$ cat src/rtl/vx_issue_warp_arbiter.sv
// Issue-stage warp arbiter: round-robin pick of a ready warp,
// one registered output slot, saturating stall counter.
module vx_issue_warp_arbiter #(
  parameter int NUM_WARPS = 4,
  parameter int DATAW     = 64,
  parameter int CTR_W     = 16,
  localparam int WIDW     = $clog2(NUM_WARPS)
) (
  input  logic                       clk,
  input  logic                       reset,
  input  logic [NUM_WARPS-1:0]       in_valid,
  input  logic [NUM_WARPS*DATAW-1:0] in_data,
  output logic [NUM_WARPS-1:0]       in_ready,
  input  logic [NUM_WARPS-1:0]       sb_ready,
  output logic                       out_valid,
  output logic [DATAW-1:0]           out_data,
  output logic [WIDW-1:0]            out_wid,
  input  logic                       out_ready,
  output logic [CTR_W-1:0]           perf_stalls
);

  logic                 out_valid_q, out_valid_d;
  logic [DATAW-1:0]     out_data_q, out_data_d;
  logic [WIDW-1:0]      out_wid_q, out_wid_d;
  logic [WIDW-1:0]      last_grant_q, last_grant_d;
  logic [CTR_W-1:0]     stalls_q, stalls_d;

  logic [NUM_WARPS-1:0] eligible;
  logic                 can_accept;
  logic                 found;
  logic                 grant_any;
  logic [WIDW-1:0]      grant_idx;
  logic [WIDW-1:0]      idx;
  logic [DATAW-1:0]     grant_data;

  // Round-robin scan starting just after the last granted warp
  always_comb begin
    eligible   = in_valid & sb_ready;
    can_accept = ~out_valid_q | out_ready;
    found      = 1'b0;
    grant_idx  = '0;
    idx        = '0;
    for (int i = 1; i <= NUM_WARPS; i++) begin
      idx = last_grant_q + WIDW'(i);
      if (!found && eligible[idx]) begin
        found     = 1'b1;
        grant_idx = idx;
      end
    end
    grant_any = found & can_accept;
  end

  // Payload mux and one-hot pop strobe for the chosen warp
  always_comb begin
    grant_data = '0;
    in_ready   = '0;
    for (int w = 0; w < NUM_WARPS; w++) begin
      if (grant_idx == WIDW'(w)) begin
        grant_data  = in_data[w*DATAW +: DATAW];
        in_ready[w] = grant_any & ~reset;
      end
    end
  end

  // Output slot load/drain, priority pointer and stall counter
  always_comb begin
    out_valid_d  = out_valid_q;
    out_data_d   = out_data_q;
    out_wid_d    = out_wid_q;
    last_grant_d = last_grant_q;
    stalls_d     = stalls_q;
    if (grant_any) begin
      out_valid_d  = 1'b1;
      out_data_d   = grant_data;
      out_wid_d    = grant_idx;
      last_grant_d = grant_idx;
    end else if (out_ready) begin
      out_valid_d = 1'b0;
    end
    if (|in_valid && !grant_any && stalls_q != {CTR_W{1'b1}}) begin
      stalls_d = stalls_q + CTR_W'(1);
    end
  end

  // State registers with synchronous reset
  always_ff @(posedge clk) begin
    if (reset) begin
      out_valid_q  <= 1'b0;
      out_data_q   <= '0;
      out_wid_q    <= '0;
      last_grant_q <= '1;
      stalls_q     <= '0;
    end else begin
      out_valid_q  <= out_valid_d;
      out_data_q   <= out_data_d;
      out_wid_q    <= out_wid_d;
      last_grant_q <= last_grant_d;
      stalls_q     <= stalls_d;
    end
  end

  assign out_valid   = out_valid_q;
  assign out_data    = out_data_q;
  assign out_wid     = out_wid_q;
  assign perf_stalls = stalls_q;

endmodule

$ cat config.mk
export PLATFORM = sky130hd
export DESIGN_NAME = vx_issue_warp_arbiter
export DESIGN_NICKNAME = d
export VERILOG_FILES = /design/src/rtl/vx_issue_warp_arbiter.sv
export SDC_FILE = /design/constraint.sdc
export NUM_CORES = 1
export LEC_CHECK = 0
export ABC_AREA = 1
export CAP_MARGIN = 40
export CORE_AREA = 5 5 136 138
export DETAILED_ROUTE_END_ITERATION = 8
export DIE_AREA = 0 0 141 143
export PLACE_DENSITY = 0.73
export SYNTH_ARGS = -nofsm -noshare
export SYNTH_HDL_FRONTEND = slang
export SYNTH_SLANG_ARGS = --single-unit
$ cat constraint.sdc
create_clock -name clk -period 3.1 [get_ports clk]
set_input_delay 0.62 -clock clk [delete_from_list [all_inputs] [get_ports clk]]
set_output_delay 0.62 -clock clk [all_outputs]
set_load 0.02 [all_outputs]
# Word-level counts from Yosys, hierarchy flattened
# Cells that the tools add are included.
dict set report word_totals {
  ff_bits 85
  in_bits 267
  out_inout_bits 87
  word_cells 61
}
dict set report op_classes {
  n_addsub 4
  n_lt_le_gt_ge 4
  eq_ne 4
  n_mux 26
  bitwise_logic 6
  reduce_logical 12
}
# operator n
set op_table {}
lappend op_table {{2-to-1 mux 64 bit} 4}
lappend op_table {{adder 16 x 1 -> 16 bit (second input constant)} 1}
lappend op_table {{!= test 16 bit (second input constant)} 1}
lappend op_table {{2-to-1 mux 1 bit} 14}
lappend op_table {{< comparator 2 x 3 -> 1 bit (second input constant)} 4}
lappend op_table {{binary-select mux 1 bit (select 2 bit)} 4}
lappend op_table {{2-to-1 mux 2 bit} 4}
lappend op_table {{logical AND 1 bit} 5}
lappend op_table {{adder 2 bit (second input constant)} 2}
lappend op_table {{bitwise AND 4 bit} 1}
lappend op_table {{== test 2 bit (second input constant)} 2}
lappend op_table {{logical NOT 1 bit} 4}
lappend op_table {{OR reduction 4 bit} 1}
lappend op_table {{adder 2 x 1 -> 2 bit (second input constant)} 1}
lappend op_table {{bitwise AND 1 bit} 2}
lappend op_table {{== test 2 x 1 -> 1 bit (second input constant)} 1}
lappend op_table {{logical NOT 2 bit} 1}
lappend op_table {{inverter 1 bit} 2}
lappend op_table {{nonzero test 2 bit} 1}
lappend op_table {{bitwise OR 1 bit} 1}

# Logic depth before layout (Yosys ltp)
dict set report logic_depth {
  ltp_word 18
  ltp_mapped 17
  mapped_depth_nobuf 15
}

# Worst setup path after synthesis
# Ideal clock, no wire load.
dict set report synth_path {
  path_kind {in2out}
  start {in in_valid[3]}
  end {out in_ready[1]}
  t_arrival_ns 2.086
  required_time_ns 2.480
  path_slack_ns 0.394
  stages 12
  path_buffers 2
  cell_sequence {nand2_1 > nand2_1 > nand3_1 > nand2_1 > nor2_4 > nand2_2 > o21ai_4 > inv_2 > buf_2 > buf_6 > nand2_1 > nor3_1}
}
dict set report synth_via {
  elab_chain_len 16
  word_cells_on_any_way 27
  cone_classes {eq/ne: 1; mux: 17; bitwise: 3; reduce/logical: 6}
}
# item line
set synth_rtl {}
lappend synth_rtl {{start, declared} 11} ;# input logic [NUM_WARPS-1:0] in_valid,
lappend synth_rtl {{bitwise AND 4 bit *} 38} ;# eligible = in_valid & sb_ready;
lappend synth_rtl {{binary-select mux 1 bit (select 2 bit)} 45} ;# if (!found && eligible[idx]) begin
lappend synth_rtl {{2-to-1 mux 1 bit (not written as such)} 45}
lappend synth_rtl {{2-to-1 mux 1 bit} 45}
lappend synth_rtl {{logical NOT 1 bit} 45}
lappend synth_rtl {{logical AND 1 bit} 45}
lappend synth_rtl {{2-to-1 mux 1 bit} 45}
lappend synth_rtl {{logical NOT 1 bit} 45}
lappend synth_rtl {{logical AND 1 bit} 45}
lappend synth_rtl {{2-to-1 mux 1 bit} 45}
lappend synth_rtl {{logical NOT 1 bit} 45}
lappend synth_rtl {{logical AND 1 bit} 45}
lappend synth_rtl {{2-to-1 mux 1 bit} 45}
lappend synth_rtl {{bitwise AND 1 bit} 50} ;# grant_any = found & can_accept;
lappend synth_rtl {{bitwise AND 1 bit} 60} ;# in_ready[w] = grant_any & ~reset;
lappend synth_rtl {{2-to-1 mux 1 bit *} 58} ;# if (grant_idx == WIDW'(w)) begin
lappend synth_rtl {{end, declared} 13} ;# output logic [NUM_WARPS-1:0] in_ready,
# Mark *: on every way between the ends. The rest lies on a longest branch, timed or not. The select of a mux whose other input is x is not followed.

# Worst setup path after layout
dict set report layout_path {
  start {in in_valid[1]}
  end {out in_ready[1]}
}
# Same word-level chain as after synthesis.

==> metrics.log <==
INFO  metric grt_max_degree = 83
INFO  metric core_region_area = 17100 um^2
INFO  metric cts-hold-fix-buffers = 0
INFO  metric post-dp-hpwl = 19.5 mm
INFO  metric ys_types = 34
INFO  metric clk_latency = 340 ps
INFO  metric synthCells = 907
INFO  metric fin_worst_skew = 10.4 ps
INFO  metric finalWirelength = 25.4 mm
INFO  metric worstSetupStartpointType = input port
INFO  metric i_o_pin_count = 354
INFO  metric die_w = 141 um
INFO  metric cts.repair_timing.setup_buffer_count = 0
INFO  metric num_vias = 7219
INFO  metric htree_num_levels = 3
INFO  metric synthesis.nets = 1175
INFO  metric end_kind = output port
INFO  metric drv.max_cap_violation_count = 0
INFO  metric ant_nets = 0
INFO  metric worst_ir_drop_vdd = 0.643 mV
INFO  metric final_max_slew_viol_count = 0
INFO  metric numPortBuffers = 353
INFO  metric synth_top_cell_by_area = dfxtp_1
INFO  metric grt-ovfl-total = 0
INFO  metric grt_first_pass_wirelength = 37.9 mm
INFO  metric route.detailed.vias_per_inst = 4.89
INFO  metric post-synth-top-area-fraction = 31.0%
INFO  metric p_per_area = 1110 nW/um^2
INFO  metric floorplan.die_area = 20200 um^2
INFO  metric clock-sinks = 85
INFO  metric seq_area_frac_synth = 31.0%
INFO  metric avgSynthCellArea = 6.05 um^2
INFO  metric max_slew_margin = 42.9%
INFO  metric die_h = 143 um
INFO  metric synth-seq-cells = 85
INFO  metric antenna_found_initial = 8
INFO  metric syn_area = 5490 um^2
INFO  metric synth_edf_count = 0
INFO  metric vias_in_the_first_global_route = 7010
INFO  metric grt_use_total = 23.9%
INFO  metric cts-buffers-inserted = 9
INFO  metric hold_violations = 0
INFO  metric post_route_cells_drive_above_1_share = 5.78%
INFO  metric unrepaired_setup_endpoints_after_global_routing = yes
INFO  metric post_synth_main_area_contributors = dfxtp_1, nand2_1, nand3_1
INFO  metric crit_required = 2480 ps
INFO  metric timing_worst_slew_pin_value = 849 ps
INFO  metric place.gp.congestion = 0.904
INFO  metric initial_core_utilization = 32.2%
INFO  metric drt_first_iter_violations = 404
INFO  metric worstPathMaxFanout = 5
INFO  metric synth_common_cells = nand2_1, nand3_1, nor2_1
INFO  metric timing.final.setup_violations = 0
INFO  metric totalPowerFinal = 0.0107 W
INFO  metric clock_tree.buffer_depth = 2
INFO  metric drt_pre_antenna_iters = 4
INFO  metric numnets_final = 1511
INFO  metric run_status = complete, no violations
INFO  metric preCtsSetupSlack = -370 ps
INFO  metric fin_ws = 170 ps
INFO  metric detail_route.drc_violations = 0
INFO  metric wl_per_cell = 17.2 um
INFO  metric ws_path_type = in -> out
INFO  metric cts.root.buffer_cell = clkbuf_16
INFO  metric yosys_warnings = 0
INFO  metric post-route-min-period = 2930 ps
INFO  metric finalCritPeriodShare = 94.5%
INFO  metric synthFlopType = dfxtp_1
INFO  metric timing.hold.worst.class = reg -> reg
INFO  metric clk_pin_slew_worst_paths = 60 ps
INFO  metric max_freq = 341 MHz
INFO  metric async_set_or_reset_flop_fraction_in_the_synthesized_netlist = 0%
INFO  metric worstPathArrival = 2310 ps
INFO  metric post-synth-top-count-cell = nand2_1
INFO  metric flow.area_growth_from_synthesis = 74.6%
INFO  metric fp-row-count = 48
INFO  metric tritoncts = done
INFO  metric cellLeakagePower = 3.93 nW
==> flip-flops by register name (all words and copies together), names as in the netlist <==
name          flops
last_grant_q      2
out_data         64
out_valid         1
out_wid           2
perf_stalls      16
==> through the flow <==
step	setup TNS [ps]	cells	area, um^2	hold WS, ps	utilization, %
2_1_floorplan	0	907	5490	542	-
3_3_place_gp	-3620	1456	9250	452	54.3
3_5_place_dp	-1520	1457	9280	455	54.4
4_1_cts	0	1470	9580	464	56.2
5_1_grt	-95.7	1475	9590	481	56.2
6_report	0	1475	9590	464	56.2
==> cells in the final DEF (no fill, tap or decap), types with 9 or more instances in the layout <==
cell             Yosys  final
clkbuf_16            0      9
buf_4                7     34
nand2_1            314    313
nand3_1            166    166
nand4_1             30     30
o21ai_1             24     24
o21ai_0             21     21
a21oi_1             51     51
inv_1               23     22
dfxtp_1             85     85
nor2_1              86     85
clkdlybuf4s50_1      0    349
==> cells by family after synthesis <==
family | Yosys count | synth area share, %
xor gates and xnor gates | 9 | 1.44
adders and majority gates | 1 | 0.228
and+or+nand+nor | 618 | 49.5
AOI/OAI and AO/OA | 102 | 9.75
buffers and inverters | 92 | 8.07
DFF | 85 | 31.0
==> repair_timing <==
item                       CTS  global route
setup endpoints to repair    4             4
resized for setup           17             5
pin swaps                    0             1
gates cloned                 0             0
==> area by class of cell <==
type / instances / area [um^2]
clock buffer: 11 / 243
timing repair buffer: 388 / 3830
multi-input combinational: 730 / 3350
fill: 1739 / 7470
sequential: 85 / 1700
inverter: 29 / 110
tap: 225 / 282
clock inverter: 2 / 60.1
antenna: 5 / 12.5
==> worst max-delay path: stages <==
cell and delay, ps:
clkdlybuf4s50_1 520, nand2_1 90, nand2_1 60, nand2_1 100
nand2_1 90, nand2_2 90, inv_2 60, nand3_2 100
nand2_1 130, nor2_4 50, nor3_1 210, buf_4 180
==> worst paths after layout <==
check,start,end,slack [ps],cells after the start
worst max-delay path,in_valid[1],in_ready[1],170,12
worst min-delay path,out_data[15],out_data[15],460,2
worst max register to register,last_grant_q[0],out_data[59],540,14
worst min register to register,out_data[15],out_data[15],460,2
==> layer usage <==
layer	vias up	global-route usage (%)	part of all wire (%)
met4	6	8.87	2.9
met5	-	0	0.20
met2	267	43.7	52
met3	50	7.77	8.5
met1	3219	25.8	36
li1	3677	-	-
==> report_power, final <==
part | switching [W] | internal (W)
sequential | 0.000183 | 0.00147
combinational | 0.00498 | 0.00289
clock | 0.000440 | 0.000715
total | 0.00561 | 0.00507
Note: power is estimated with default switching activity, not from simulation.
==> RTL edit 1, RTL diff (config.mk and constraints unchanged) <==
Change the parameter `CTR_W` from 16 to 18.
--- a/src/rtl/vx_issue_warp_arbiter.sv
+++ b/src/rtl/vx_issue_warp_arbiter.sv
@@ -5,3 +5,3 @@
   parameter int DATAW     = 64,
-  parameter int CTR_W     = 16,
+  parameter int CTR_W     = 18,
   localparam int WIDW     = $clog2(NUM_WARPS)
Interface: changed (resized perf_stalls); port bits go from 354 to 356. The function was not compared with the original's and may differ.
==> RTL edit 1 against the original RTL <==
- sequential cell count grew 2
- hold slack lost 0.0023 ns
- worst setup slack lost 0.029 ns
- routed wire length shrank 2.2%
- power shrank 0.14%
- core utilization grew 0.26 points
- final area grew 0.47%
- count of clock-buffer cells in the layout grew 1
- combinational power is essentially flat
- synthesized area grew 0.48%
==> RTL edit 1: results (changes against the original RTL) <==
| Metric | Value |
|---|---|
| Share of the synthesized area in compound gates (AO/OA/AOI/OAI) | 0.1170 (+0.01949) |
| Placed instance area | 0.009334 mm^2 (+0.57%) |
| Status | finished, final reports clean |
| Global routing met2 resource utilization | 0.3909 (-0.04612) |
| Hold slack | 0.4620 ns (-0.002271 ns) |
| Routability-driven placement congestion ratio | 0.9294 (+2.8%) |
| Slew at the pin closest to its max-slew limit | 0.4878 ns (-0.3610 ns) |
| Maximum number of pins on one net before global-route repair | 77 (-7.2%) |
| Parity-gate share of the synthesized area counting xor and xnor cells | 0.009524 (-0.004830) |
| Beginning of the worst register-to-register path | last_grant_q[1] |
| Leading post-synthesis cells by instance count | nand2_1 (287), nand3_1 (167), dfxtp_1 (87) |
| Non-clock buffer count | 390 (+0.52%) |
| Max IR drop VDD | 0.9586 mV (+49%) |
| Layout overhead on the synthesized area | 74.56% (about the same) |
| Nets in the synthesized netlist | 1172 (-0.26%) |
| Distinct cell type count of the synthesized netlist | 31 (-8.8%) |
| Number of antenna violations at the first check in global routing | 0 (-8) |
| Top Layer Used | met4 |
| Filler Cell Count | 1675 (-3.7%) |
| Sequential cell area | 0.001742 mm^2 (+2.4%) |
| Smallest setup slack after layout | 0.1405 ns (-0.02937 ns) |
| R2R Path End | perf_stalls[5] |
| Average cell area after synthesis | 6.104 um^2 (+0.81%) |
| Via count of the first global-routing pass | 6710 (-4.3%) |
| Clock buf count | 12 (+1) |
| Initial DRC count | 508 (+26%) |
| Non-clock inverters | 31 (+6.9%) |
| Total wire length after detailed routing | 24.83 mm (-2.2%) |
| Number of vias per cell | 5.017 (+2.5%) |
| CP Launch Point | in_valid[3] |
| Global-route met3 utilization | 0.06798 (-0.009712) |
| DR WL met2 | 11.98 mm (-9.9%) |
| Reg-to-reg setup timing slack | 0.50 ns (-0.04 ns) |
| Data buffer area share | 0.4013 (+0.002161) |
## RTL edit 1: cell count changes after synthesis, moves of 6 or more
cell,delta
a21oi_1,+11
o21ai_1,-24
a31oi_1,+7
nand4_1,+7
o21ai_0,+28
nor2_1,-12
buf_4,+6
nand2_1,-27
## RTL edit 1: power by group through the flow
stage	clock, W	sequential (W)	combinational, W
after floorplan	0	0.00205	0.00483
after global placement	0	0.00168	0.00780
after detailed placement	0	0.00169	0.00791
after CTS	0.00112	0.00167	0.00792
after global routing	0.00118	0.00171	0.00879
final	0.00109	0.00167	0.00791
## RTL edit 1: logic make-up (layout without fill, tap and decap cells)
| kind of cell | Yosys count | after routing |
|---|---|---|
| and+or+nand+nor | 590 | 590 |
| AOI/OAI and AO/OA | 123 | 123 |
| buffers and inverters | 97 | 437 |
| DFF | 87 | 87 |
| xor gates and xnor gates | 6 | 6 |
| adders and majority gates | 1 | 1 |
## RTL edit 1: timing repair
item	CTS	global route
hold endpoints to repair	0	0
setup endpoints to repair	4	14
resized for setup	8	15
==> RTL edit 2, RTL diff (same flow settings) <==
Without the edit above. Take the reset off `out_data_q` and load it in a clocked block of its own.
--- a/src/rtl/vx_issue_warp_arbiter.sv
+++ b/src/rtl/vx_issue_warp_arbiter.sv
@@ -88,3 +88,2 @@
       out_valid_q  <= 1'b0;
-      out_data_q   <= '0;
       out_wid_q    <= '0;
@@ -94,3 +93,2 @@
       out_valid_q  <= out_valid_d;
-      out_data_q   <= out_data_d;
       out_wid_q    <= out_wid_d;
@@ -99,2 +97,6 @@
     end
+  end
+
+  always_ff @(posedge clk) begin
+    out_data_q <= out_data_d;
   end
Behaviour: not the same (a bounded check fails within 4 cycles, from zero or initial values and one cycle with reset high).
==> RTL edit 2 against the original RTL <==
- sequential cell count unchanged
- worst setup slack worse by 0.032 ns
- die area is the same
- fmax decreased by 1.1%
- power down 2.7%
- clock power decreased by 14%
- register-to-register slack worse by 0.04 ns
- synthesized area decreased by 1.5%
- clock skew down 0.00071 ns
- routed wire length down 1.5%
- final area fell by 1.9%
- non-clock buffer count fell by 13
- sequential power grew 42%
- critical path type unchanged
- critical endpoint is now in_ready[3]
- largest power group unchanged
==> RTL edit 2: results (changes against the original RTL) <==
| Metric | Value |
|---|---|
| Static leakage | 3.429 nW (-13%) |
| Synth warn | 0 (unchanged) |
| Cell count after placement | 1207 (-17%) |
| Max IR drop VDD | 0.7048 mV (+9.5%) |
| CP Launch Point | in_valid[2] |
| Share of final-layout standard cells stronger than drive strength 1 | 0.06413 (+0.006297) |
| Slew at the pin closest to its max-slew limit | 0.8231 ns (-0.02564 ns) |
| Area contributors post-synth | edfxtp_1 (36%), nand4_1 (17%), nand3_1 (14%), nand2_1 (9.0%), dfxtp_1 (7.8%) |
| Nets@finish | 1261 (-17%) |
| Hold Crit Endpoint | perf_stalls[3] |
| Filler Cell Count | 1610 (-7.4%) |
| Beginning of the worst register-to-register path | last_grant_q[0] |
| Worst-case setup slack after placement | -0.3732 ns (-0.003348 ns) |
| Type of the worst min-delay path | reg -> reg |
| Top Family by Delay on Critical Path | simple AND/OR/NAND/NOR gates |
| Total setup buffers inserted after CTS | 0 (unchanged) |
| Distinct cell type count of the synthesized netlist | 27 (-21%) |
| Post-detail-place hpwl | 18.35 mm (-5.7%) |
| Overall Global Routing Usage | 0.2327 (-0.006374) |
| Routability-driven placement congestion ratio | 0.9324 (+3.1%) |
| Status | finished, final reports clean |
| Parity-gate share of the synthesized area counting xor and xnor cells | 0.02105 (+0.006691) |
| Leading post-synthesis cells by instance count | nand3_1 (150), nand4_1 (148), nand2_1 (130) |
| Synth Instances | 671 (-26%) |
| Reg-to-reg setup timing slack | 0.50 ns (-0.04 ns) |
| Number of enable-type register cells in the synthesized netlist | 64 (+64) |
| R2R Path End | out_data[56] |
| ANT nets after route | 0 (unchanged) |
| Number of buffers added by the clock tree synthesis step | 9 (unchanged) |
| Hold wc startpoint | perf_stalls[3] |
| Via count of the first global-routing pass | 6317 (-9.9%) |
| Number of antenna violations at the first check in global routing | 1 (-7) |
| Slowest cell on the critical path | clkdlybuf4s50_1 |
| Share of the synthesized area in compound gates (AO/OA/AOI/OAI) | 0.02313 (-0.07439) |
| Fraction of the yosys area taken by sequential cells | 0.4329 (+0.1231) |
| Data arrival time of the critical path | 2.34 ns (+0.03 ns) |
| Number of cells on the worst reg-to-reg path | 11 (-3) |
| Nets in the synthesized netlist | 939 (-20%) |
| Cells resized by post-CTS repair | 15 (-2) |
| Reg clk slew, reported paths | 0.06 ns (about the same) |
| Main flop type after synthesis | edfxtp_1 |
| Count of vias placed by the detailed router | 6687 (-7.4%) |
| Worst clock skew | 0.009668 ns (-0.0007112 ns) |
| Total wire length after detailed routing | 25.01 mm (-1.5%) |
| Routed wire length per instance | 20.43 um (+19%) |
| Max FO, Critical Path | 6 (+1) |
| Share of synthesized cell area in full adder, half adder and majority cells | 0.002313 (+0.00003425) |
| Global-route wire length before repair | 36.70 mm (-3.0%) |
| Initial DRC count | 534 (+32%) |
| 1st-pass router iterations | 5 (+1) |
## RTL edit 2: changes by cell type after synthesis, moves of 23 or more
| cell | unedited run | this run |
|---|---|---|
| edfxtp_1 | 0 | 64 |
| o21ai_1 | 24 | 1 |
| a21oi_1 | 51 | 17 |
| nor2_1 | 86 | 14 |
| dfxtp_1 | 85 | 21 |
| nand4_1 | 30 | 148 |
| nand2_1 | 314 | 130 |
## RTL edit 2: worst max-delay path by stage
stage	endpoint	slack [ns]
after floorplan	in_ready[0]	-0.11
after global placement	in_ready[2]	-0.35
after detailed placement	in_ready[0]	-0.37
after CTS	in_ready[0]	0.04
after global routing	in_ready[0]	-0.02
final	in_ready[3]	0.14
## RTL edit 2: layout make-up
class | instances | area share
clock inverter | 5 | 0.002928
sequential | 85 | 0.2492
antenna | 1 | 0.0002662
tap | 225 | 0.02995
inverter | 24 | 0.009983
timing repair buffer | 375 | 0.3972
clock buffer | 11 | 0.02582
multi-input combinational | 498 | 0.2847
## RTL edit 2: through the flow
stage	TNS (ns)	instance area (um^2)	utilization	power (W)	hold WS, ns
after floorplan	-0.3874	5466	-	0.006921	0.5413
after global placement	-6.517	9109	0.5340	0.009292	0.4906
after detailed placement	-9.897	9136	0.5357	0.009463	0.4920
after CTS	0	9405	0.5514	0.01049	0.5065
after global routing	-0.01857	9400	0.5511	0.01110	0.5321
final	0	9400	0.5511	0.01039	0.5068
## RTL edit 2: power by group
part	total, W	switching [W]	internal, W
Clock	0.000998	0.000438	0.000560
Combinational	0.00704	0.00455	0.00249
Sequential	0.00235	0.000162	0.00219
## RTL edit 2: layer usage
metal | vias up | routed length, um | GRT usage
met5 | - | 0 | 0
met4 | 0 | 807 | 0.09383
met3 | 49 | 2524 | 0.06999
met2 | 367 | 12560 | 0.3891
met1 | 3132 | 9112 | 0.2818
li1 | 3139 | - | -
